### src/rtl/spi_sched_pkg.sv
// Shared sizing for the SPI frame scheduler: default geometry and derived pointer widths.
package spi_sched_pkg;

   localparam int DEF_N_SRC       = 4;
   localparam int DEF_FRAME_BYTES = 16;
   localparam int DEF_DATA_W      = 8;
   localparam int SLOT_BYTES      = DEF_FRAME_BYTES / DEF_N_SRC;
   localparam int PTR_W           = $clog2(DEF_FRAME_BYTES);
   localparam int SLOT_PTR_W      = (SLOT_BYTES > 1) ? $clog2(SLOT_BYTES) : 1;

endpackage

### src/rtl/spi_frame_scheduler_rr_arbiter.sv
// N-way round-robin arbiter: one-hot grant among req, priority rotates past the last winner.
import spi_sched_pkg::*;

module rr_arbiter #(
   parameter int N = 4
) (
   input  logic         clk,
   input  logic         rst_n,
   input  logic [N-1:0] req,
   input  logic         advance,
   output logic [N-1:0] grant
);

   localparam int IDX_W = (N > 1) ? $clog2(N) : 1;

   logic [IDX_W-1:0] ptr_r;
   logic [IDX_W-1:0] gidx_s;
   logic [IDX_W-1:0] idx_s;
   logic             found_s;
   logic             hit_s;

   // Scan requesters starting at the priority pointer; first hit wins.
   always_comb begin
      grant   = '0;
      gidx_s  = '0;
      found_s = 1'b0;
      idx_s   = '0;
      hit_s   = 1'b0;
      for (int k = 0; k < N; k++) begin
         idx_s        = ptr_r + IDX_W'(k);
         hit_s        = ~found_s & req[idx_s];
         grant[idx_s] = grant[idx_s] | hit_s;
         gidx_s       = hit_s ? idx_s : gidx_s;
         found_s      = found_s | hit_s;
      end
   end

   // Priority pointer moves just past the winner after a transfer.
   always_ff @(posedge clk) begin
      if (!rst_n) begin
         ptr_r <= '0;
      end else if (advance && found_s) begin
         ptr_r <= gidx_s + IDX_W'(1);
      end
   end

endmodule

### src/rtl/spi_frame_scheduler.sv
// Double-buffered telemetry frame: producers fill staging slots, a commit swaps banks
// between SPI transactions, and the shifter reads the live bank byte by byte.
import spi_sched_pkg::*;

module spi_frame_scheduler #(
   parameter int N_SRC       = DEF_N_SRC,
   parameter int FRAME_BYTES = DEF_FRAME_BYTES,
   parameter int DATA_W      = DEF_DATA_W
) (
   input  logic                    clk,
   input  logic                    rst_n,
   input  logic [N_SRC-1:0]        src_valid,
   input  logic [N_SRC*DATA_W-1:0] src_data,
   output logic [N_SRC-1:0]        src_ready,
   input  logic                    spi_ss_active,
   input  logic                    spi_start,
   input  logic                    spi_byte_req,
   output logic [DATA_W-1:0]       spi_tx_byte,
   output logic [7:0]              frame_seq,
   output logic                    frame_stale
);

   localparam int SLOT_N = FRAME_BYTES / N_SRC;
   localparam int RD_W   = $clog2(FRAME_BYTES);
   localparam int WP_W   = (SLOT_N > 1) ? $clog2(SLOT_N) : 1;

   logic [DATA_W-1:0] bank_r [2][FRAME_BYTES];
   logic              bank_sel_r;
   logic [WP_W-1:0]   wp_r [N_SRC];
   logic [N_SRC-1:0]  done_r;
   logic [RD_W-1:0]   rd_ptr_r;
   logic              fresh_r;
   logic              swap_s;
   logic [N_SRC-1:0]  eligible_s;
   logic [N_SRC-1:0]  grant_s;

   // Commit only between transactions; producers are frozen during the swap cycle.
   assign swap_s     = (&done_r) & ~spi_ss_active & ~spi_start;
   assign eligible_s = src_valid & ~done_r & {N_SRC{~swap_s & rst_n}};
   assign src_ready  = grant_s;

   rr_arbiter #(
      .N (N_SRC)
   ) u_arb (
      .clk     (clk),
      .rst_n   (rst_n),
      .req     (eligible_s),
      .advance (|grant_s),
      .grant   (grant_s)
   );

   // Staging writes, slot bookkeeping and the atomic bank swap.
   always_ff @(posedge clk) begin
      if (!rst_n) begin
         for (int b = 0; b < 2; b++) begin
            for (int j = 0; j < FRAME_BYTES; j++) begin
               bank_r[b][j] <= '0;
            end
         end
         for (int i = 0; i < N_SRC; i++) begin
            wp_r[i] <= '0;
         end
         done_r     <= '0;
         bank_sel_r <= 1'b0;
         frame_seq  <= 8'd0;
         fresh_r    <= 1'b0;
      end else if (swap_s) begin
         bank_sel_r <= ~bank_sel_r;
         done_r     <= '0;
         frame_seq  <= frame_seq + 8'd1;
         fresh_r    <= 1'b1;
      end else begin
         if (spi_start) begin
            fresh_r <= 1'b0;
         end
         for (int i = 0; i < N_SRC; i++) begin
            if (grant_s[i]) begin
               bank_r[~bank_sel_r][RD_W'(i * SLOT_N) + RD_W'(wp_r[i])] <= src_data[i*DATA_W +: DATA_W];
               if (wp_r[i] == WP_W'(SLOT_N - 1)) begin
                  wp_r[i]   <= '0;
                  done_r[i] <= 1'b1;
               end else begin
                  wp_r[i] <= wp_r[i] + WP_W'(1);
               end
            end
         end
      end
   end

   // Live-bank read port for the shifter; a start always restarts at byte 0.
   always_ff @(posedge clk) begin
      if (!rst_n) begin
         spi_tx_byte <= '0;
         rd_ptr_r    <= '0;
         frame_stale <= 1'b0;
      end else if (spi_start) begin
         spi_tx_byte <= bank_r[bank_sel_r][0];
         rd_ptr_r    <= RD_W'(1);
         frame_stale <= ~fresh_r;
      end else if (spi_byte_req && spi_ss_active) begin
         spi_tx_byte <= bank_r[bank_sel_r][rd_ptr_r];
         rd_ptr_r    <= rd_ptr_r + RD_W'(1);
      end
   end

endmodule

### config.mk
export PLATFORM = sky130hd
export DESIGN_NAME = spi_frame_scheduler
export DESIGN_NICKNAME = d
export VERILOG_FILES = /design/src/rtl/spi_sched_pkg.sv /design/src/rtl/spi_frame_scheduler_rr_arbiter.sv /design/src/rtl/spi_frame_scheduler.sv
export SDC_FILE = /design/constraint.sdc
export NUM_CORES = 1
export LEC_CHECK = 0
export CORE_ASPECT_RATIO = 1.2
export CORE_MARGIN = 2
export CORE_UTILIZATION = 40
export CTS_BUF_LIST = sky130_fd_sc_hd__clkbuf_16
export DETAILED_ROUTE_END_ITERATION = 8
export PLACE_DENSITY = 0.58
export SETUP_SLACK_MARGIN = 0.4
export SYNTH_ARGS = -nofsm -noshare
export SYNTH_HDL_FRONTEND = slang
export SYNTH_HIERARCHICAL = 1
export SYNTH_SLANG_ARGS = --single-unit
### constraint.sdc
create_clock -name clk -period 4.7 [get_ports clk]
set_clock_uncertainty 0.15 [all_clocks]
set_input_delay 0.94 -clock clk [delete_from_list [all_inputs] [get_ports clk]]
set_output_delay 0.94 -clock clk [all_outputs]
set_load 0.005 [all_outputs]
==> results of run 1 <==
## cell usage in the layout, fill, tap and decap left out, types with 12 or more instances in the layout
master,instances
ha_1,19
nor2_1,240
and2_1,12
edfxtp_1,264
nand2_1,75
nor3b_1,14
mux2i_1,153
dfxtp_1,25
mux4_2,36
o21ai_4,17
inv_1,19
mux2_2,13
clkbuf_16,32
buf_12,21
nor2b_1,15
a21oi_1,30
clkdlybuf4s50_1,52
buf_4,69
## logic make-up after synthesis
kind of cell,count (synthesis)
adders and majority gates,22
DFF,294
xor gates and xnor gates,7
AOI/OAI and AO/OA,170
and+or+nand+nor,407
muxes,211
buffers and inverters,117
## worst max-delay path by stage
stage | end | slack [ns] | depth (start not counted)
after detailed placement | bank_r[1][74] | -0.01 | 16
after global routing | src_ready[1] | 0.32 | 11
after global placement | src_ready[3] | 0.04 | 11
after floorplan | bank_r[0][24] | 0.36 | 15
final | src_ready[1] | 0.47 | 11
after CTS | src_ready[3] | 0.40 | 11
## synth_stat cells, types with 4 or more instances
cell       count
nand4_1        4
buf_1          4
buf_2         29
a21oi_1       32
buf_4          7
a221oi_1       7
or3_1          4
a211oi_1       9
mux2_2        13
mux2i_1      156
and2_1        13
clkbuf_1      54
a22oi_1        4
a21o_1         4
nor3b_1       14
o41ai_1        4
o221ai_1       9
o32ai_2        7
o21ai_1        5
a22o_1         8
o21ai_0       35
o211a_1        7
mux4_2        36
nand3_1       10
nor3_1         5
dfxtp_1       30
inv_1         14
edfxtp_1     264
and3b_1        4
ha_1          22
a2bb2oi_1      8
xor2_1         4
o311ai_0       9
nor2b_1       15
nand2_1       75
nor2_1       244
## routing by layer
metal	wire length [um]	part of all wire	global-route usage	vias to the layer above
li1	-	-	-	4757
met1	17200	0.41	0.266	5277
met2	22200	0.53	0.390	252
met3	1570	0.037	0.0186	69
met4	1190	0.028	0.0675	0
met5	0	0	0	-
## area by class of cell
class                           instances  area (um^2)
Fill cell                            3319        19400
Sequential cell                       294         8540
Multi-Input combinational cell        817         6440
Timing Repair Buffer                  153         1560
Clock buffer                           32          801
Tap cell                              480          601
Clock inverter                         26          163
Inverter                               16         67.6
## worst max-delay path: stages, from the launching register on
cell and delay, ns:
dfxtp_4 0.38, inv_6 0.05, ha_4 0.28, mux4_2 0.51
mux2_4 0.34, a32oi_1 0.21, nand4b_1 0.14, a31oi_2 0.21
buf_4 0.15, buf_6 0.09, mux2i_2 0.07, buf_2 0.14
## power by group
part | switching [mW] | internal, mW
Combinational | 1.16 | 0.867
Sequential | 0.151 | 3.39
Clock | 1.02 | 1.33
Total | 2.34 | 5.59
## stage by stage
step / utilization / TNS [ns] / instance area, um^2
6_report: 0.483 / 0 / 18200
5_1_grt: 0.483 / 0 / 18200
4_1_cts: 0.481 / 0 / 18100
3_5_place_dp: 0.454 / -0.0811 / 17100
3_3_place_gp: 0.454 / 0 / 17100
2_1_floorplan: - / 0 / 15600
## what timing repair did
action,CTS,global route
pin swaps,11,9
gates resized for setup,23,19
hold buffers,0,0
endpoints found under the setup margin,187,88
buffers inserted,5,4
## registers in the layout, indices dropped and copies added (netlist names), named ones only
register and flops:
frame_stale 1, done_r 4, frame_seq 8, fresh_r 1, bank_r 256, rd_ptr_r 4
u_arb/ptr_r 2, spi_tx_byte 8, bank_sel_r 1, wp_r 8
==> results.sh, run 1 <==
export IMPL_grt_max_degree=57
export IMPL_ys_ff_latch=294
export IMPL_grt_util_all_layers=0.213
export IMPL_status="finished clean"
export IMPL_r2r_end="bank_r[1][74]"
export IMPL_grt_pass1_vias=10300
export IMPL_vias=10400
export IMPL_ir_drop_v=0.000302
export IMPL_ys_seq_area_frac=0.562
export IMPL_crit_path_end_kind="output pin"
export IMPL_worst_hold_slack_ns=0.331
export IMPL_die_w_um=182
export IMPL_synth_edff_count=264
export IMPL_die_h_um=217
export IMPL_startpoint_type="flop"
export IMPL_cp_startpoint="u_arb/ptr_r[1]"
export IMPL_drive_above_1_share=0.199
export IMPL_maxCapViolCount=0
export IMPL_gp_congestion=0.873
export IMPL_fmax_ghz=0.236
export IMPL_viasPerCell=5.70
export IMPL_fp_coreArea_um2=37600
export IMPL_clock_path_buffers=3
export IMPL_start_util=0.404
export IMPL_initialDrtViolationCount=834
export IMPL_grt_overflow_total=0
export IMPL_hold_viol_final=0
export IMPL_dp_cells=1751
export IMPL_yosys_warnings=6
export IMPL_drv_slew=0
export IMPL_leakage_nw=6.73
export IMPL_setup_violations=0
export IMPL_hp_class="flop to flop"
export IMPL_async_reset_ff_frac=0
export IMPL_hold_path_depth=2
export IMPL_hpwl_um=28500
export IMPL_worst_pin_slew_ns=1.13
export IMPL_min_to="frame_seq[7]"
export IMPL_yosys_most_used_dff="edfxtp_1"
export IMPL_netlist_top_cells_area="edfxtp_1, mux2i_1, nor2_1"
export IMPL_synth_fa_ha_area_frac=0.0181
export IMPL_htreeDepth=1
export IMPL_areaGrowthSynthToFinish_pct=19.7
export IMPL_timing_final_ws_setup_ns=0.469
export IMPL_yosys_area_share_simple=0.118
export IMPL_dieArea_um2=39500
export IMPL_ff2ff_setup_slack_ns=0.61
export IMPL_fin_cells=1818
export IMPL_cp_max_fo=8
export IMPL_worstSetupPathType="flop to output pin"
export IMPL_reg2reg_from="u_arb/ptr_r[1]"
export IMPL_path_clk_slew_ns=0.06
export IMPL_fin_crit_ns=4.23
export IMPL_io_buffer_count=61
export IMPL_grt_setup_unrepaired="yes"
export IMPL_synth_top_area_cell="edfxtp_1"
export IMPL_rows=78
export IMPL_firstDrtPassIters=5
export IMPL_synth_distinct_cells=76
export IMPL_worstPathRequired_ns=3.61
export IMPL_numCtsBuffers=31
export IMPL_wl_per_cell_um=23.2
export IMPL_syn_avg_cell_area_um2=12.4
export IMPL_max_slew_margin=0.246
export IMPL_root_buffer="clkbuf_16"
export IMPL_clk_latency_ns=0.57
export IMPL_hp_start="frame_seq[7]"
export IMPL_synth_top_area_frac=0.523
export IMPL_synthXorXnorAreaFrac=0.00495
export IMPL_p_per_area_nw_per_um2=437
export IMPL_p_total_mw=7.93
export IMPL_ios=62
export IMPL_clock_sinks=294
export IMPL_critPathArrivalTime_ns=3.14
export IMPL_antenna_found_initial=0
export IMPL_syn_nets=1291
export IMPL_fin_nets=1376
export IMPL_cts_tree="done"
export IMPL_pre_cts_ws_ns=-0.0121
export IMPL_syn_area_um2=15200
export IMPL_syn_inst=1228
export IMPL_synth_compound_area_share=0.0839
export IMPL_ant_nets=0
export IMPL_reg2reg_depth=17
export IMPL_num_antenna_cells=0
export IMPL_wl_um=42100
export IMPL_drcViolationCount=0
export IMPL_synth_top_family_by_area="multiplexers"
export IMPL_fin_crit_sh=0.900
export IMPL_muxShareOfSynthArea=0.174
export IMPL_grt_pass1_wl_um=63400
Power figures use the tool's default switching activity.
==> run 2, diff against run 1 <==
--- a/config.mk
+++ b/config.mk
@@ -8,7 +8,6 @@
 export CORE_ASPECT_RATIO = 1.2
 export CORE_MARGIN = 2
 export CORE_UTILIZATION = 40
-export CTS_BUF_LIST = sky130_fd_sc_hd__clkbuf_16
 export DETAILED_ROUTE_END_ITERATION = 8
 export PLACE_DENSITY = 0.58
 export SETUP_SLACK_MARGIN = 0.4
==> run 2 against run 1 <==
Maximum frequency is 0.15% higher. First-iteration DRC count is 11% lower. Critical path type unchanged. Sequential power hardly changed.
==> results.sh, run 2 (synthesis gave the netlist of run 1 again) <==
export IMPL_grt_setup_unrepaired="yes"
export IMPL_worst_pin_slew_ns=1.11
export IMPL_max_slew_margin=0.255
export IMPL_grt_pass1_vias=10300
export IMPL_wl_um=42100
export IMPL_crit_path_end_kind="output pin"
export IMPL_clock_sinks=294
export IMPL_hpwl_um=28500
export IMPL_grt_util_all_layers=0.213
export IMPL_place_area_um2=17100
export IMPL_num_antenna_cells=0
export IMPL_critPathArrivalTime_ns=3.13
export IMPL_startpoint_type="flop"
export IMPL_clk_latency_ns=0.57
export IMPL_p_per_area_nw_per_um2=441
export IMPL_seq_power_share=0.441
export IMPL_fp_coreArea_um2=37600
export IMPL_die_w_um=182
export IMPL_drv_slew=0
export IMPL_pre_cts_ws_ns=-0.0121
export IMPL_path_clk_slew_ns=0.06
export IMPL_dieArea_um2=39500
export IMPL_drive_above_1_share=0.199
export IMPL_hp_start="frame_seq[7]"
export IMPL_ant_nets=0
export IMPL_root_buffer="clkbuf_16"
export IMPL_cp_max_fo=8
export IMPL_reg2reg_depth=17
export IMPL_p_total_mw=8.03
export IMPL_vias=10300
export IMPL_ir_drop_v=0.000303
export IMPL_largest_reg_flops=256
export IMPL_io_buffer_count=61
export IMPL_cp_startpoint="u_arb/ptr_r[1]"
export IMPL_fin_crit_sh=0.899
export IMPL_initialDrtViolationCount=746
export IMPL_hold_path_depth=2
export IMPL_numCtsBuffers=31
export IMPL_drcViolationCount=0
export IMPL_worstSetupPathType="flop to output pin"
export IMPL_max_stage_delay_ns=0.50
export IMPL_worst_path_buf_inv=4
export IMPL_firstDrtPassIters=5
export IMPL_start_util=0.404
export IMPL_cpMaxStageDelayCell="mux4_2"
export IMPL_crit_family="multiplexers"
export IMPL_mostFrequentLayoutCells="edfxtp_1, nor2_1, mux2i_1, nand2_1, buf_4"
export IMPL_intPower_mw=5.70
export IMPL_reg2reg_from="u_arb/ptr_r[1]"
export IMPL_clock_path_buffers=3
export IMPL_setup_tns_ns=0
export IMPL_regMostFlops="bank_r"
export IMPL_grt_max_degree=57
export IMPL_hp_class="flop to flop"
export IMPL_fmax_ghz=0.237
export IMPL_p_comb_frac=0.252
export IMPL_fin_area_um2=18200
export IMPL_worstPathRequired_ns=3.61
export IMPL_rows=78
export IMPL_maxCapViolCount=0
export IMPL_setup_violations=0
export IMPL_ios=62
export IMPL_htreeDepth=1
export IMPL_switching_share=0.290
export IMPL_ff2ff_setup_slack_ns=0.61
export IMPL_viasPerCell=5.68
export IMPL_fin_crit_ns=4.22
export IMPL_timing_final_ws_setup_ns=0.476
export IMPL_grt_pass1_wl_um=63300
export IMPL_r2r_end="bank_r[1][65]"
export IMPL_mostFrequentLayoutCell="edfxtp_1"
export IMPL_antenna_found_initial=0
export IMPL_holdBufCountCts=0
export IMPL_gp_congestion=0.873
export IMPL_die_h_um=217
export IMPL_fin_nets=1376
export IMPL_cp_cell_sequence="inv_6 > ha_4 > mux4_2 > mux2_4 > a32oi_1 > nand4b_1 > a31oi_2 > buf_4 > buf_6 > mux2i_2 > buf_2"
export IMPL_power_frac_clock=0.307
export IMPL_switchingPower_mw=2.33
export IMPL_grt_overflow_total=0
export IMPL_hold_viol_final=0
export IMPL_cts_tree="done"
export IMPL_status="finished clean"
export IMPL_leakage_nw=6.72
export IMPL_areaGrowthSynthToFinish_pct=20.1
export IMPL_wl_per_cell_um=23.2
export IMPL_min_to="frame_seq[7]"
[run 2: worst max-delay path by stage]
stage               endpoint  slack, ns  depth (start not counted)
6_report        src_ready[1]       0.48                         11
2_1_floorplan  bank_r[0][24]       0.36                         15
5_1_grt         src_ready[1]       0.32                         11
4_1_cts         src_ready[3]       0.40                         11
3_5_place_dp   bank_r[1][74]      -0.01                         16
3_3_place_gp    src_ready[3]       0.04                         11
[run 2: final cells by class]
type,instances,area (um^2)
tap,480,601
fill,3308,19300
inverter,16,67.6
clock buffer,45,910
sequential,294,8540
timing repair buffer,153,1560
clock inverter,13,114
multi-input combinational,817,6440
[run 2: routing by layer]
metal	share of wire	up-vias	global-route usage
li1	-	4769	-
met1	0.41	5209	0.266
met2	0.52	269	0.388
met3	0.037	78	0.0186
met4	0.031	0	0.0710
met5	0	-	0
[run 2: worst reg2reg max path, delay by kind of cell (launching register included)]
kind / cells / cell delay (ns)
and+or+nand+nor: 3 / 0.51
muxes: 3 / 0.92
AOI/OAI and AO/OA: 4 / 0.76
DFF: 1 / 0.38
buffers and inverters: 6 / 0.84
adders and majority gates: 1 / 0.28
[run 2: power by group through the flow]
stage	registers, mW	logic [mW]	clock network [mW]
after floorplan	3.53	1.28	0
after global placement	3.58	1.91	0
after detailed placement	3.60	1.94	0
after CTS	3.54	2.00	2.51
after global routing	3.58	2.22	2.61
final	3.54	2.03	2.46
[run 2: per-stage QoR]
| step | utilization | hold slack (ns) | instances |
|---|---|---|---|
| final | 0.485 | 0.331 | 1818 |
| after global routing | 0.485 | 0.381 | 1818 |
| after CTS | 0.483 | 0.342 | 1814 |
| after detailed placement | 0.454 | 0.310 | 1751 |
| after floorplan | - | 0.287 | 1228 |
| after global placement | 0.454 | 0.305 | 1751 |
[run 2: timing repair]
| item | 4_1_cts | 5_1_grt |
|---|---|---|
| endpoints found under the setup margin | 187 | 82 |
| pin swaps | 11 | 9 |
| gates cloned | 0 | 0 |
| buffers inserted | 5 | 4 |
| gates resized for setup | 23 | 19 |
==> run 3, diff against run 2 <==
--- a/config.mk
+++ b/config.mk
@@ -9,7 +9,6 @@
 export CORE_MARGIN = 2
 export CORE_UTILIZATION = 40
 export DETAILED_ROUTE_END_ITERATION = 8
-export PLACE_DENSITY = 0.58
 export SETUP_SLACK_MARGIN = 0.4
 export SYNTH_ARGS = -nofsm -noshare
 export SYNTH_HDL_FRONTEND = slang
==> run 3 against run 2 <==
Via count rose by 0.39%. Sequential share of layout area fell by 0.47 points. Global-route usage fell by 0.22 points. Sequential cell count did not move. Cell count rose by 0.22%. Utilization rose by 0.49 points. Critical path depth fell by 1. Largest cell class unchanged.
==> results.sh, run 3 (synthesis gave the netlist of run 1 again) <==
export IMPL_status="finished clean"
export IMPL_max_stage_delay_ns=0.49
export IMPL_largest_reg_flops=256
export IMPL_intPower_mw=5.99
export IMPL_grt_util_all_layers=0.211
export IMPL_ir_drop_v=0.000295
export IMPL_clock_path_buffers=3
export IMPL_num_antenna_cells=0
export IMPL_fin_crit_ns=4.25
export IMPL_drcViolationCount=0
export IMPL_p_comb_frac=0.267
export IMPL_hold_viol_final=0
export IMPL_initialDrtViolationCount=819
export IMPL_die_h_um=217
export IMPL_mostFrequentLayoutCells="edfxtp_1, nor2_1, mux2i_1, nand2_1, buf_4"
export IMPL_fp_coreArea_um2=37600
export IMPL_p_per_area_nw_per_um2=456
export IMPL_cp_cell_sequence="buf_8 > ha_4 > mux4_2 > buf_4 > o311ai_1 > o21ai_2 > buf_4 > a21oi_1 > mux2i_4 > buf_2"
export IMPL_rows=78
export IMPL_timing_final_ws_setup_ns=0.449
export IMPL_cpMostUsedCell="buf_4"
export IMPL_clock_sinks=294
export IMPL_crit_path_end_kind="output pin"
export IMPL_wl_per_cell_um=22.4
export IMPL_firstDrtPassIters=5
export IMPL_mostFrequentLayoutCell="edfxtp_1"
export IMPL_hpwl_um=28600
export IMPL_pre_cts_ws_ns=-0.0275
export IMPL_setup_tns_ns=0
export IMPL_start_util=0.404
export IMPL_numCtsBuffers=31
export IMPL_path_clk_slew_ns=0.07
export IMPL_grt_max_degree=57
export IMPL_fin_nets=1380
export IMPL_worstSetupPathType="flop to output pin"
export IMPL_grt_pass1_wl_um=63400
export IMPL_seq_power_share=0.421
export IMPL_max_slew_margin=0.259
export IMPL_worst_pin_slew_ns=1.11
export IMPL_wl_um=40900
export IMPL_critPathArrivalTime_ns=3.16
export IMPL_dp_cells=1756
export IMPL_drv_slew=0
export IMPL_antenna_found_initial=1
export IMPL_cpMaxStageDelayCell="mux4_2"
export IMPL_leakage_nw=6.78
export IMPL_worstPathRequired_ns=3.61
export IMPL_root_buffer="clkbuf_16"
export IMPL_htreeDepth=1
export IMPL_fin_cells=1822
export IMPL_vias=10400
export IMPL_worst_hold_slack_ns=0.318
export IMPL_grt_overflow_total=0
export IMPL_regMostFlops="bank_r"
export IMPL_switching_share=0.287
export IMPL_grt_setup_unrepaired="yes"
export IMPL_ant_nets=0
export IMPL_power_frac_clock=0.312
export IMPL_holdBufCountCts=0
export IMPL_clk_latency_ns=0.58
export IMPL_maxCapViolCount=0
export IMPL_switchingPower_mw=2.41
export IMPL_ios=62
export IMPL_fmax_ghz=0.235
export IMPL_cts_tree="done"
export IMPL_startpoint_type="flop"
export IMPL_gp_congestion=0.838
export IMPL_grt_pass1_vias=10800
export IMPL_areaGrowthSynthToFinish_pct=21.3
export IMPL_io_buffer_count=61
export IMPL_setup_violations=0
export IMPL_drive_above_1_share=0.205
export IMPL_die_w_um=182
export IMPL_fin_crit_sh=0.904
export IMPL_cp_max_fo=20
export IMPL_fillers=3281
export IMPL_p_total_mw=8.40
export IMPL_viasPerCell=5.69
export IMPL_hp_class="flop to flop"
export IMPL_dieArea_um2=39500
-- run 3: cell count changes in the layout (fill, tap and decap cells not counted), moves of 2 or more --
cell	previous run	this run
buf_12	21	24
buf_2	2	4
buf_4	69	67
bufinv_16	2	5
clkinv_1	5	2
clkinv_2	6	2
clkinvlp_4	0	6
mux2i_2	2	0
mux2i_4	1	3
-- run 3: path summary, 6_finish.rpt --
check	slack (ns)	depth (start not counted)	startpoint	endpoint
worst max-delay path	0.45	10	u_arb/ptr_r[0]	src_ready[2]
worst min-delay path	0.32	2	frame_seq[7]	frame_seq[7]
worst max register to register	0.63	15	u_arb/ptr_r[0]	bank_r[1][82]
worst min register to register	0.32	2	frame_seq[7]	frame_seq[7]
-- run 3: layout make-up --
| type | count | area, um^2 | area share |
|---|---|---|---|
| Inverter | 16 | 67.6 | 0.00367 |
| Tap cell | 480 | 601 | 0.0326 |
| Multi-Input combinational cell | 817 | 6470 | 0.351 |
| Sequential cell | 294 | 8540 | 0.464 |
| Clock buffer | 42 | 867 | 0.0471 |
| Timing Repair Buffer | 157 | 1630 | 0.0885 |
| Clock inverter | 16 | 238 | 0.0129 |
-- run 3: what timing repair did --
action,CTS,global route
setup buffers,4,4
gates resized for setup,30,20
endpoints found under the setup margin,4,15
pin swaps,7,7
-- run 3: per-stage QoR --
step / area [um^2] / utilization
2_1_floorplan: 15600 / -
3_3_place_gp: 17100 / 0.456
3_5_place_dp: 17100 / 0.456
4_1_cts: 18300 / 0.488
5_1_grt: 18400 / 0.490
6_report: 18400 / 0.490
-- run 3: critical path: cells and delay by family (launching register included) --
family,cells,cell delay (ns)
fa+ha+maj,1,0.19
compound gates,3,0.77
mux,2,0.62
buf+inv,4,0.63
flops,1,0.37
-- run 3: routing by layer --
metal	vias to the layer above	global-route usage	share of wire
met1	5226	0.258	0.40
met3	70	0.0305	0.052
li1	4779	-	-
met4	2	0.0669	0.030
met2	288	0.383	0.52
met5	-	0	0.00032
-- run 3: power by group through the flow --
stage	sequential [mW]	clock, mW	combinational (mW)
global placement	3.58	0	2.07
floorplan	3.53	0	1.28
CTS	3.54	2.66	2.19
finish	3.54	2.62	2.24
detailed placement	3.59	0	2.11
global route	3.58	2.76	2.44
==> edit, RTL diff (settings of run 1) <==
`DEF_N_SRC`: 4 -> 8.
--- a/src/rtl/spi_sched_pkg.sv
+++ b/src/rtl/spi_sched_pkg.sv
@@ -2,5 +2,5 @@
 package spi_sched_pkg;
 
-   localparam int DEF_N_SRC       = 4;
+   localparam int DEF_N_SRC       = 8;
    localparam int DEF_FRAME_BYTES = 16;
    localparam int DEF_DATA_W      = 8;
Interface: changed (resized src_data, src_ready and src_valid); port bits go from 62 to 102. The function was not compared with the original's and may differ.
==> edit against run 1 <==
- register-to-register slack got worse by 1.8 ns
- area after synthesis grew 10%
- routed wire length is 46% higher
- worst hold slack improved by 0.013 ns
- die area increased by 9.8%
- the flow now finishes with violations (negative setup slack)
- core utilization rose by 13 points
- critical path depth rose by 7
- worst setup slack worse by 1.8 ns
- cell area is 38% higher
- sequential cell count rose by 5
- via count increased by 40%
Power is not compared: it rests on default switching activity, and its combinational part moved more than twofold at a synthesized area within 25%.
==> edit: results (changes against run 1) <==
- Worst r2r dst: bank_r[0][100]
- R2r startpoint: done_r[5]
- WHS: 0.3434 ns (+0.01268 ns)
- NumNets Final: 1967 (+43%)
- Initial antenna violation count: 2 (+2)
- Seq/Total Area, Yosys: 51.67% (-4.5 points)
- Synth Net Count: 1628 (+26%)
- IO buf count: 101 (+66%)
- Area taken by multi-input logic gates: 0.009579 mm^2 (+49%)
- Placed insts: 2229 (+27%)
- Via count: 14.52k (+40%)
- Post-synth EDFFs: 263 (-0.38%)
- Area after DPL: 0.01941 mm^2 (+14%)
- Routed Wire Length: 61.51 mm (+46%)
- Largest net degree at the start of global routing: 59 (+3.5%)
- GR Util met2: 45.15% (+6.1 points)
- Post-CTS Repair Setup Buffers: 82 (+77)
- Latest clock arrival within the worst-skew pair: 0.59 ns (+0.02 ns)
- Crit path from: spi_ss_active
- Pre-CTS setup slack: -2.319 ns (-2.307 ns)
- Status: finished, violations left
- Non-clk bufs: 435 (+180%)
- Post_cts resized: 358 (+1500%)
- Routability cong.: 0.9029 (+3.5%)
- CTS Sinks: 299 (+1.7%)
- Vias in the first global route: 14.33k (+40%)
- # setup viols final: 546 (+546)
- ANT cells: 1 (+1)
- Sum Neg Setup Slack: -581.47 ns (-581.47 ns)
- Fillcell total: 3145 (-5.2%)
- Final WS setup: -1.294 ns (-1.763 ns)
- Violated checks: negative setup slack
- Reg-to-reg slack, setup: -1.21 ns (-1.82 ns)
- Max FO, Critical Path: 6 (-2)
- Clk cell area share: 3.730% (-1.6 points)
==> edit: logic make-up (layout without fill, tap and decap cells) <==
logic type	count (synthesis)	count (layout)	share of synthesized area (%)
AOI/OAI and AO/OA	290	290	10.79
xor gates and xnor gates	14	14	0.7351
adders and majority gates	9	9	0.6751
buffers and inverters	143	506	4.170
DFF	299	299	51.67
muxes	131	131	12.79
other	0	1	0
and+or+nand+nor	656	656	19.17
==> edit: worst max-delay path: stages <==
cell and delay [ns]:
buf_8 0.10, nand2b_4 0.14, o41ai_4 0.25, buf_4 0.18, clkbuf_16 0.13, nor3b_4 0.05, mux4_2 0.52, mux2_4 0.30
or4_4 0.58, nor2_4 0.16, a311oi_4 0.07, a211o_1 0.31, a22o_1 0.17, a32o_2 0.32, buf_6 0.16, o211ai_1 0.25
buf_4 0.19, buf_6 0.09
